<file path="src/rtl/spi_ram_pkg.sv">
// Shared types and constants for the SPI-to-RAM command path.
package spi_ram_pkg;

    typedef enum logic [2:0] {
        IDLE,
        ADDR,
        WR_DATA,
        RD_ISSUE,
        RD_WAIT,
        RD_SEND,
        IGNORE
    } state_t;

    localparam logic [7:0] CMD_WRITE = 8'h02;
    localparam logic [7:0] CMD_READ  = 8'h03;

    function automatic int bytes_per_word(input int data_width);
        return data_width / 8;
    endfunction

endpackage

</file>
<file path="src/rtl/spi_ram_cmd_ctrl.sv">
// Frame decoder [CMD][ADDR][DATA...] driving single_port_ram; write lands 1 cycle after last byte,
// read bytes appear 3 cycles after the address byte and are held on tx_data until tx_ready.
module spi_ram_cmd_ctrl
    import spi_ram_pkg::*;
#(
    parameter int MEM_DEPTH  = 8,
    parameter int DATA_WIDTH = 16,
    parameter int ADDR_W     = $clog2(MEM_DEPTH) + 1
) (
    input  logic                  clk,
    input  logic                  rst,
    input  logic [7:0]            rx_data,
    input  logic                  rx_valid,
    input  logic                  frame_end,
    output logic [7:0]            tx_data,
    output logic                  tx_valid,
    input  logic                  tx_ready,
    output logic [ADDR_W-1:0]     ram_addr,
    output logic                  ram_we,
    output logic                  ram_oe,
    output logic [DATA_WIDTH-1:0] ram_wr_data,
    input  logic [DATA_WIDTH-1:0] ram_rd_data,
    output logic                  busy,
    output logic                  err
);

    localparam int                BPW       = bytes_per_word(DATA_WIDTH);
    localparam int                CNT_W     = $clog2(BPW + 1);
    localparam logic [CNT_W-1:0]  LAST_BYTE = CNT_W'(BPW - 1);
    localparam logic [7:0]        MAX_ADDR  = 8'(MEM_DEPTH);
    localparam logic [ADDR_W-1:0] LAST_ADDR = ADDR_W'(MEM_DEPTH);

    state_t                r_state;
    state_t                w_next_state;

    logic                  r_is_read;
    logic [ADDR_W-1:0]     r_addr;
    logic [CNT_W-1:0]      r_byte_cnt;
    logic [DATA_WIDTH-1:0] r_wr_shift;
    logic [DATA_WIDTH-1:0] r_tx_shift;

    logic [7:0]            r_tx_data;
    logic                  r_tx_valid;
    logic [ADDR_W-1:0]     r_ram_addr;
    logic                  r_ram_we;
    logic                  r_ram_oe;
    logic [DATA_WIDTH-1:0] r_ram_wr_data;
    logic                  r_busy;
    logic                  r_err;

    logic                  w_tx_accept;
    logic                  w_cnt_last;
    logic                  w_cmd_ok;
    logic                  w_addr_ok;
    logic [DATA_WIDTH-1:0] w_wr_word;
    logic [ADDR_W-1:0]     w_addr_next;

    always_ff @(posedge clk) begin
        if (rst) begin
            r_state <= IDLE;
        end else begin
            r_state <= w_next_state;
        end
    end

    always_comb begin
        w_next_state = r_state;
        w_tx_accept  = r_tx_valid && tx_ready;
        w_cnt_last   = (r_byte_cnt == LAST_BYTE);
        w_cmd_ok     = (rx_data == CMD_WRITE) || (rx_data == CMD_READ);
        w_addr_ok    = (rx_data <= MAX_ADDR);
        w_wr_word    = (r_wr_shift << 8) | DATA_WIDTH'(rx_data);
        w_addr_next  = (r_addr == LAST_ADDR) ? '0 : r_addr + 1'b1;

        if (frame_end) begin
            w_next_state = IDLE;
        end else begin
            case (r_state)
                IDLE: begin
                    if (rx_valid) begin
                        w_next_state = w_cmd_ok ? ADDR : IGNORE;
                    end
                end
                ADDR: begin
                    if (rx_valid) begin
                        if (!w_addr_ok) begin
                            w_next_state = IGNORE;
                        end else begin
                            w_next_state = r_is_read ? RD_ISSUE : WR_DATA;
                        end
                    end
                end
                RD_ISSUE: w_next_state = RD_WAIT;
                RD_WAIT:  w_next_state = RD_SEND;
                RD_SEND: begin
                    if (w_tx_accept && w_cnt_last) begin
                        w_next_state = RD_ISSUE;
                    end
                end
                default: w_next_state = r_state;
            endcase
        end
    end

    always_ff @(posedge clk) begin
        if (rst) begin
            r_is_read     <= 1'b0;
            r_addr        <= '0;
            r_byte_cnt    <= '0;
            r_wr_shift    <= '0;
            r_tx_shift    <= '0;
            r_tx_data     <= '0;
            r_tx_valid    <= 1'b0;
            r_ram_addr    <= '0;
            r_ram_we      <= 1'b0;
            r_ram_oe      <= 1'b0;
            r_ram_wr_data <= '0;
            r_busy        <= 1'b0;
            r_err         <= 1'b0;
        end else begin
            r_ram_we <= 1'b0;
            r_busy   <= (w_next_state != IDLE);

            // frame_end wins over any byte; a word still in the shift register is dropped
            if (frame_end) begin
                r_tx_valid <= 1'b0;
                r_ram_oe   <= 1'b0;
                r_byte_cnt <= '0;
            end else begin
                case (r_state)
                    IDLE: begin
                        if (rx_valid) begin
                            r_is_read <= (rx_data == CMD_READ);
                            r_err     <= !w_cmd_ok;
                        end
                    end
                    ADDR: begin
                        if (rx_valid) begin
                            if (!w_addr_ok) begin
                                r_err <= 1'b1;
                            end else begin
                                r_addr     <= rx_data[ADDR_W-1:0];
                                r_byte_cnt <= '0;
                                if (r_is_read) begin
                                    r_ram_addr <= rx_data[ADDR_W-1:0];
                                    r_ram_oe   <= 1'b1;
                                end
                            end
                        end
                    end
                    WR_DATA: begin
                        if (rx_valid) begin
                            r_wr_shift <= w_wr_word;
                            // counter and address advance here so a byte arriving
                            // during the ram_we cycle starts the next word cleanly
                            if (w_cnt_last) begin
                                r_ram_we      <= 1'b1;
                                r_ram_wr_data <= w_wr_word;
                                r_ram_addr    <= r_addr;
                                r_addr        <= w_addr_next;
                                r_byte_cnt    <= '0;
                            end else begin
                                r_byte_cnt <= r_byte_cnt + 1'b1;
                            end
                        end
                    end
                    RD_WAIT: begin
                        r_ram_oe   <= 1'b0;
                        r_tx_data  <= ram_rd_data[DATA_WIDTH-1 -: 8];
                        r_tx_shift <= ram_rd_data << 8;
                        r_tx_valid <= 1'b1;
                        r_byte_cnt <= '0;
                    end
                    RD_SEND: begin
                        if (w_tx_accept) begin
                            if (w_cnt_last) begin
                                r_tx_valid <= 1'b0;
                                r_addr     <= w_addr_next;
                                r_ram_addr <= w_addr_next;
                                r_ram_oe   <= 1'b1;
                                r_byte_cnt <= '0;
                            end else begin
                                r_tx_data  <= r_tx_shift[DATA_WIDTH-1 -: 8];
                                r_tx_shift <= r_tx_shift << 8;
                                r_byte_cnt <= r_byte_cnt + 1'b1;
                            end
                        end
                    end
                    default: begin
                    end
                endcase
            end
        end
    end

    assign tx_data     = r_tx_data;
    assign tx_valid    = r_tx_valid;
    assign ram_addr    = r_ram_addr;
    assign ram_we      = r_ram_we;
    assign ram_oe      = r_ram_oe;
    assign ram_wr_data = r_ram_wr_data;
    assign busy        = r_busy;
    assign err         = r_err;

endmodule

</file>
<file path="config.mk">
export PLATFORM = sky130hd
export DESIGN_NAME = spi_ram_cmd_ctrl
export DESIGN_NICKNAME = d
export VERILOG_FILES = /design/src/rtl/spi_ram_pkg.sv /design/src/rtl/spi_ram_cmd_ctrl.sv
export SDC_FILE = /design/constraint.sdc
export NUM_CORES = 1
export LEC_CHECK = 0
export BUFFER_PORTS_ARGS = -buffer_cell sky130_fd_sc_hd__buf_2
export CAP_MARGIN = 20
export CORE_ASPECT_RATIO = 0.9
export CORE_MARGIN = 2
export CORE_UTILIZATION = 45
export CTS_CLUSTER_DIAMETER = 40
export DETAILED_ROUTE_END_ITERATION = 8
export PLACE_DENSITY = 0.69
export SYNTH_ARGS = -nofsm -noshare
export SYNTH_HDL_FRONTEND = slang
export SYNTH_SLANG_ARGS = --single-unit
</file>
<file path="constraint.sdc">
create_clock -name clk -period 2.6 [get_ports clk]
set_input_delay 0.52 -clock clk [delete_from_list [all_inputs] [get_ports clk]]
set_output_delay 0.52 -clock clk [all_outputs]
set_load 0.05 [all_outputs]
</file>
; Word-level counts from Yosys, hierarchy flattened
; Index checks and enable logic that the tools add are counted.
[word_totals]
inputBits = 29
reg_bits = 67
output_inout_bits = 33
word_cells = 112
[classes]
n_bitwise = 4
n_lt_le_gt_ge = 1
muxes = 49
addsub = 2
n_reduce_logical = 23
eq_ne = 19
[op_table]
columns = op, count
row1 = $mux W4, 13
row2 = $mux W16, 2
row3 = $pmux W16 S2, 1
row4 = $pmux W4 S3, 2
row5 = $ne A2 B2 Y1 const B, 10
row6 = $mux W3, 6
row7 = $eq A8 B2 Y1 const B, 2
row8 = $mux W8, 2
row9 = $or A16 B8 Y16, 1
row10 = $pmux W8 S2, 1
row11 = $pmux W3 S5, 1
row12 = $mux W1, 12
row13 = $reduce_and A6 Y1, 2
row14 = $mux W2, 5
row15 = $reduce_and A5 Y1, 2
row16 = $reduce_and A3 Y1, 3
row17 = $reduce_and A9 Y1, 1
row18 = $reduce_bool A3 Y1, 3
row19 = $le A8 B4 Y1 const B, 1
row20 = $pmux W2 S4, 1
row21 = $reduce_and A4 Y1, 2
row22 = $eq A3 B2 Y1 const B, 2
row23 = $eq A3 B3 Y1 const B, 2
row24 = $add A4 B1 Y4 const B, 1
row25 = 15 further kinds, 20

; Logic depth before layout (Yosys ltp)
[depth]
depth_word = 7
mapped_depth = 7
ltp_nobuf = 7

; Worst setup path before layout
; Ideal clock, no wire load.
[synth_timing]
kind = input to register
startpoint = in rx_data[7]
endpoint = reg r_addr[3]
setup_slack_ns = 0.448
setup_time_ns = 0.128
path_stages = 5
arrival_time_ns = 2.024
required_ns = 2.472
n_path_buf = 0
path_cell_list = or4_4 -> o21ba_4 -> a2111oi_4 -> mux2i_1 -> nor2_1
[synth_between]
elab_chain_cells = 3
[synth_rtl]
columns = item, line
row1 = start: declaration, spi_ram_cmd_ctrl.sv:12  ; input logic [7:0] rx_data,
row2 = $le A8 B4 Y1, spi_ram_cmd_ctrl.sv:71  ; w_addr_ok = (rx_data <= MAX_ADDR);
row3 = $ne A2 B2 Y1 (no source line), n/a
row4 = $reduce_and A6 Y1 (no source line), n/a
row5 = end signal: assignment, spi_ram_cmd_ctrl.sv:142  ; r_addr <= rx_data[ADDR_W-1:0];
row6 = end signal: assignment, spi_ram_cmd_ctrl.sv:160  ; r_addr <= w_addr_next;
row7 = end signal: assignment, spi_ram_cmd_ctrl.sv:178  ; r_addr <= w_addr_next;
row8 = end: declaration, spi_ram_cmd_ctrl.sv:37  ; logic [ADDR_W-1:0] r_addr;
; Every way passes these cells.
; A chain may end at the register's enable or synchronous reset.

; Worst setup path after layout
[layout_timing]
startpoint = reg r_state[2]
endpoint = reg r_addr[3]
[layout_between]
elab_chain_cells = 3
elab_cells_between_ends = 10
cone_classes = eq/ne (7) / mux (1) / reduce/logical (2)
[layout_rtl]
columns = item, line
row1 = start: declaration, spi_ram_cmd_ctrl.sv:33  ; state_t r_state;
row2 = start signal: assignment, spi_ram_cmd_ctrl.sv:62  ; r_state <= w_next_state;
row3 = $eq A3 B1 Y1 (tied with other cells), spi_ram_cmd_ctrl.sv:130  ; case (r_state)
row4 = $ne A2 B2 Y1 (no source line) or $reduce_bool A3 Y1 (tied branches), n/a
row5 = $reduce_and A6 Y1 (no source line), n/a
; Parallel ways exist; a longest one is shown, timed or not.

==> reports/summary.txt <==
CTS Hold Bufs = 0
RSZ-0062 raised after global routing = no
DR WL/cell = 14.9 um
Vias/cell = 5.55
setup TNS = 0 ns
placed instance area = 3160 um^2
ys async rst share = 0
static leakage = 1.30 nW
initial antenna violation count = 0
Worst slew margin = 0.626
area of the mapped netlist = 2740 um^2
Seq/Total Area, Yosys = 0.431
Peak VDD IR = 0.440 mV
Final Max Slew Viols = 0
min Tclk post-route = 2.18 ns
Reg power frac = 0.463
max-cap violation count = 0
Min Hold Slack = 0.413 ns
Synth cell types = 52
drt drc = 0
layout cells sized above 1 = 0.265
Detailed Routing Iterations Pass 1 = 4
Core ar. = 5790 um^2
reg2reg start = r_state[2]$_SDFF_PP0_
Avg Inst Size Synth = 9.07 um^2
switching power = 0.535 mW
clock share of power = 0.427
Internal Power = 1.50 mW
Setup Buffers After CTS = 0
Nets = 399
CTS tree = yes
Cells after Synth = 302
largest net degree at the start of global routing = 45
Hold Startpoint = ram_rd_data[5]
Worst setup EP type = flop
final worst slack = 0.423 ns
power per cell area = 605 nW/um^2
period utilization = 0.837
remaining global-route overflow = 0
critical path class = flop to flop
dpl hpwl = 4560 um
diode count = 0
I/O pin count = 62
Logic pwr share = 0.111
WP data arrival = 2.40 ns
placed insts = 427
Yosys warnings = 0
Area growth, synth to finish = 22.7%
H-tree levels = 3
Fillers = 545
die area = 6730 um^2
design area = 3360 um^2
fmax = 0.459 GHz
TritonCTS Sinks = 59
Hold Fails Final Rpt = 0
CP max FO = 18
slowest CP cell = or4bb_1
Critical Path Max Stage Delay = 0.57 ns
vias in the first global route = 2,183
worst path cell trace = or4bb_1, o211a_1, a2111oi_4, mux2i_1, nor2_1
Synth Flop Type = dfxtp_1
final core utilization = 0.581
final cell count without fillers = 443
Initial Util = 0.473
CTS Buf Count = 9
Mapped Nets = 333
I/O Buffers = 61
Startpoint Class = flop
Net Sw Frac = 0.263
CTS root buffer = clkbuf_8
die width = 86.3 um
Clk pin slew, worst setup/hold paths = 0.07 ns
clock latency on the worst-skew pair = 0.35 ns
slew of the pin with the lowest slew margin = 0.560 ns
cts repair resizes = 0
Req. time, crit path = 2.82 ns
num rows = 26
first-pass GRT wire length = 10,800 um
worst-case clock buffer depth = 2
Worst Clk Skew = 0.00816 ns
pre-CTS setup slack = 0.194 ns
Pwr Total = 2.03 mW
final setup fails = 0
Via Count = 2,459
Detail Route Antenna Nets = 0
WL final = 6590 um
Die H = 78.0 um
Post-synth EDFFs = 0
#FFs+latches synth = 59
HP Class = input port to flop
CP Launch Point = r_state[2]$_SDFF_PP0_
gpl congestion = 0.883
status = completed
Initial DRC Count = 188
gr usage total = 0.204
-- state kept, by name, indices dropped and copies added (netlist names) --
register / cells
ram_wr_data: 16
r_tx_shift: 8
r_wr_shift: 8
tx_data: 8
r_addr: 4
ram_addr: 4
r_state: 3
r_byte_cnt: 2
busy: 1
err: 1
r_is_read: 1
ram_oe: 1
ram_we: 1
tx_valid: 1
-- cell type report --
type,instances,area (um^2),share of cell area
multi-input cells,220,1480,0.439
repair buffers,73,395,0.118
flip-flops and latches,59,1180,0.351
inverters,5,18.8,0.00558
clock buffers,13,159,0.0472
clock inverters,3,46.3,0.0138
well taps,70,87.6,0.0260
-- power by group through the flow --
stage               Clock (mW)  Sequential, mW  Combinational, mW
floorplan                    0           0.992              0.117
global placement             0           0.960              0.223
detailed placement           0           0.960              0.225
CTS                      0.883           0.940              0.225
global route             0.920           0.942              0.246
finish                   0.867           0.940              0.225
-- worst paths after layout --
path | endpoint | slack [ns] | cells past startpoint
hold / removal | r_tx_shift[13]$_SDFFE_PP0P_ | 0.41 | 3
setup / recovery | r_addr[3]$_SDFFE_PP0P_ | 0.42 | 5
hold reg to reg | ram_wr_data[13]$_SDFFE_PP0P_ | 0.49 | 2
setup reg to reg | r_addr[3]$_SDFFE_PP0P_ | 0.42 | 5
-- cell usage in the layout, fill, tap and decap left out, drive strengths merged, types with 5 or more instances in the layout --
cell type and n:
o21ai 6, nor3 5, a21oi 17, mux2i 36, buf 73, clkbuf 13
nand2 7, dfxtp 59, a211oi 16, a22oi 12, nor2 59, inv 5
nand3 7
-- critical path, delay by kind of cell, from the launching register on --
| family | cells | cell delay, ns |
|---|---|---|
| AO/OA/AOI/OAI | 2 | 0.72 |
| multiplexers | 1 | 0.24 |
| flip-flops | 1 | 0.49 |
| AND/OR/NAND/NOR | 2 | 0.62 |
-- cell usage after synthesis (5+ instances only) --
cell      instances  area (um^2)
nand3_1           7         35.0
a22oi_1          12         90.1
nor2_1           59          221
o21ai_0           6         30.0
a211oi_1         16          120
nand2_1           7         26.3
inv_1             5         18.8
dfxtp_1          59         1180
mux2i_1          36          360
clkbuf_1         15         56.3
a21oi_1          17         85.1
-- layer usage --
layer	global-route usage	part of all wire	vias up
met3	0.0789	0.085	11
li1	-	-	1236
met1	0.277	0.46	1133
met5	0	0	-
met2	0.286	0.44	79
met4	0.0875	0.017	0
-- logic make-up after synthesis --
| logic type | Yosys count | share of synthesized area |
|---|---|---|
| simple gates | 106 | 0.190 |
| buf+inv | 23 | 0.0324 |
| mux | 36 | 0.132 |
| fa+ha+maj | 2 | 0.00913 |
| xor+xnor | 1 | 0.00320 |
| flops | 59 | 0.431 |
| compound gates | 75 | 0.203 |
(Power assumes the default switching activity.)
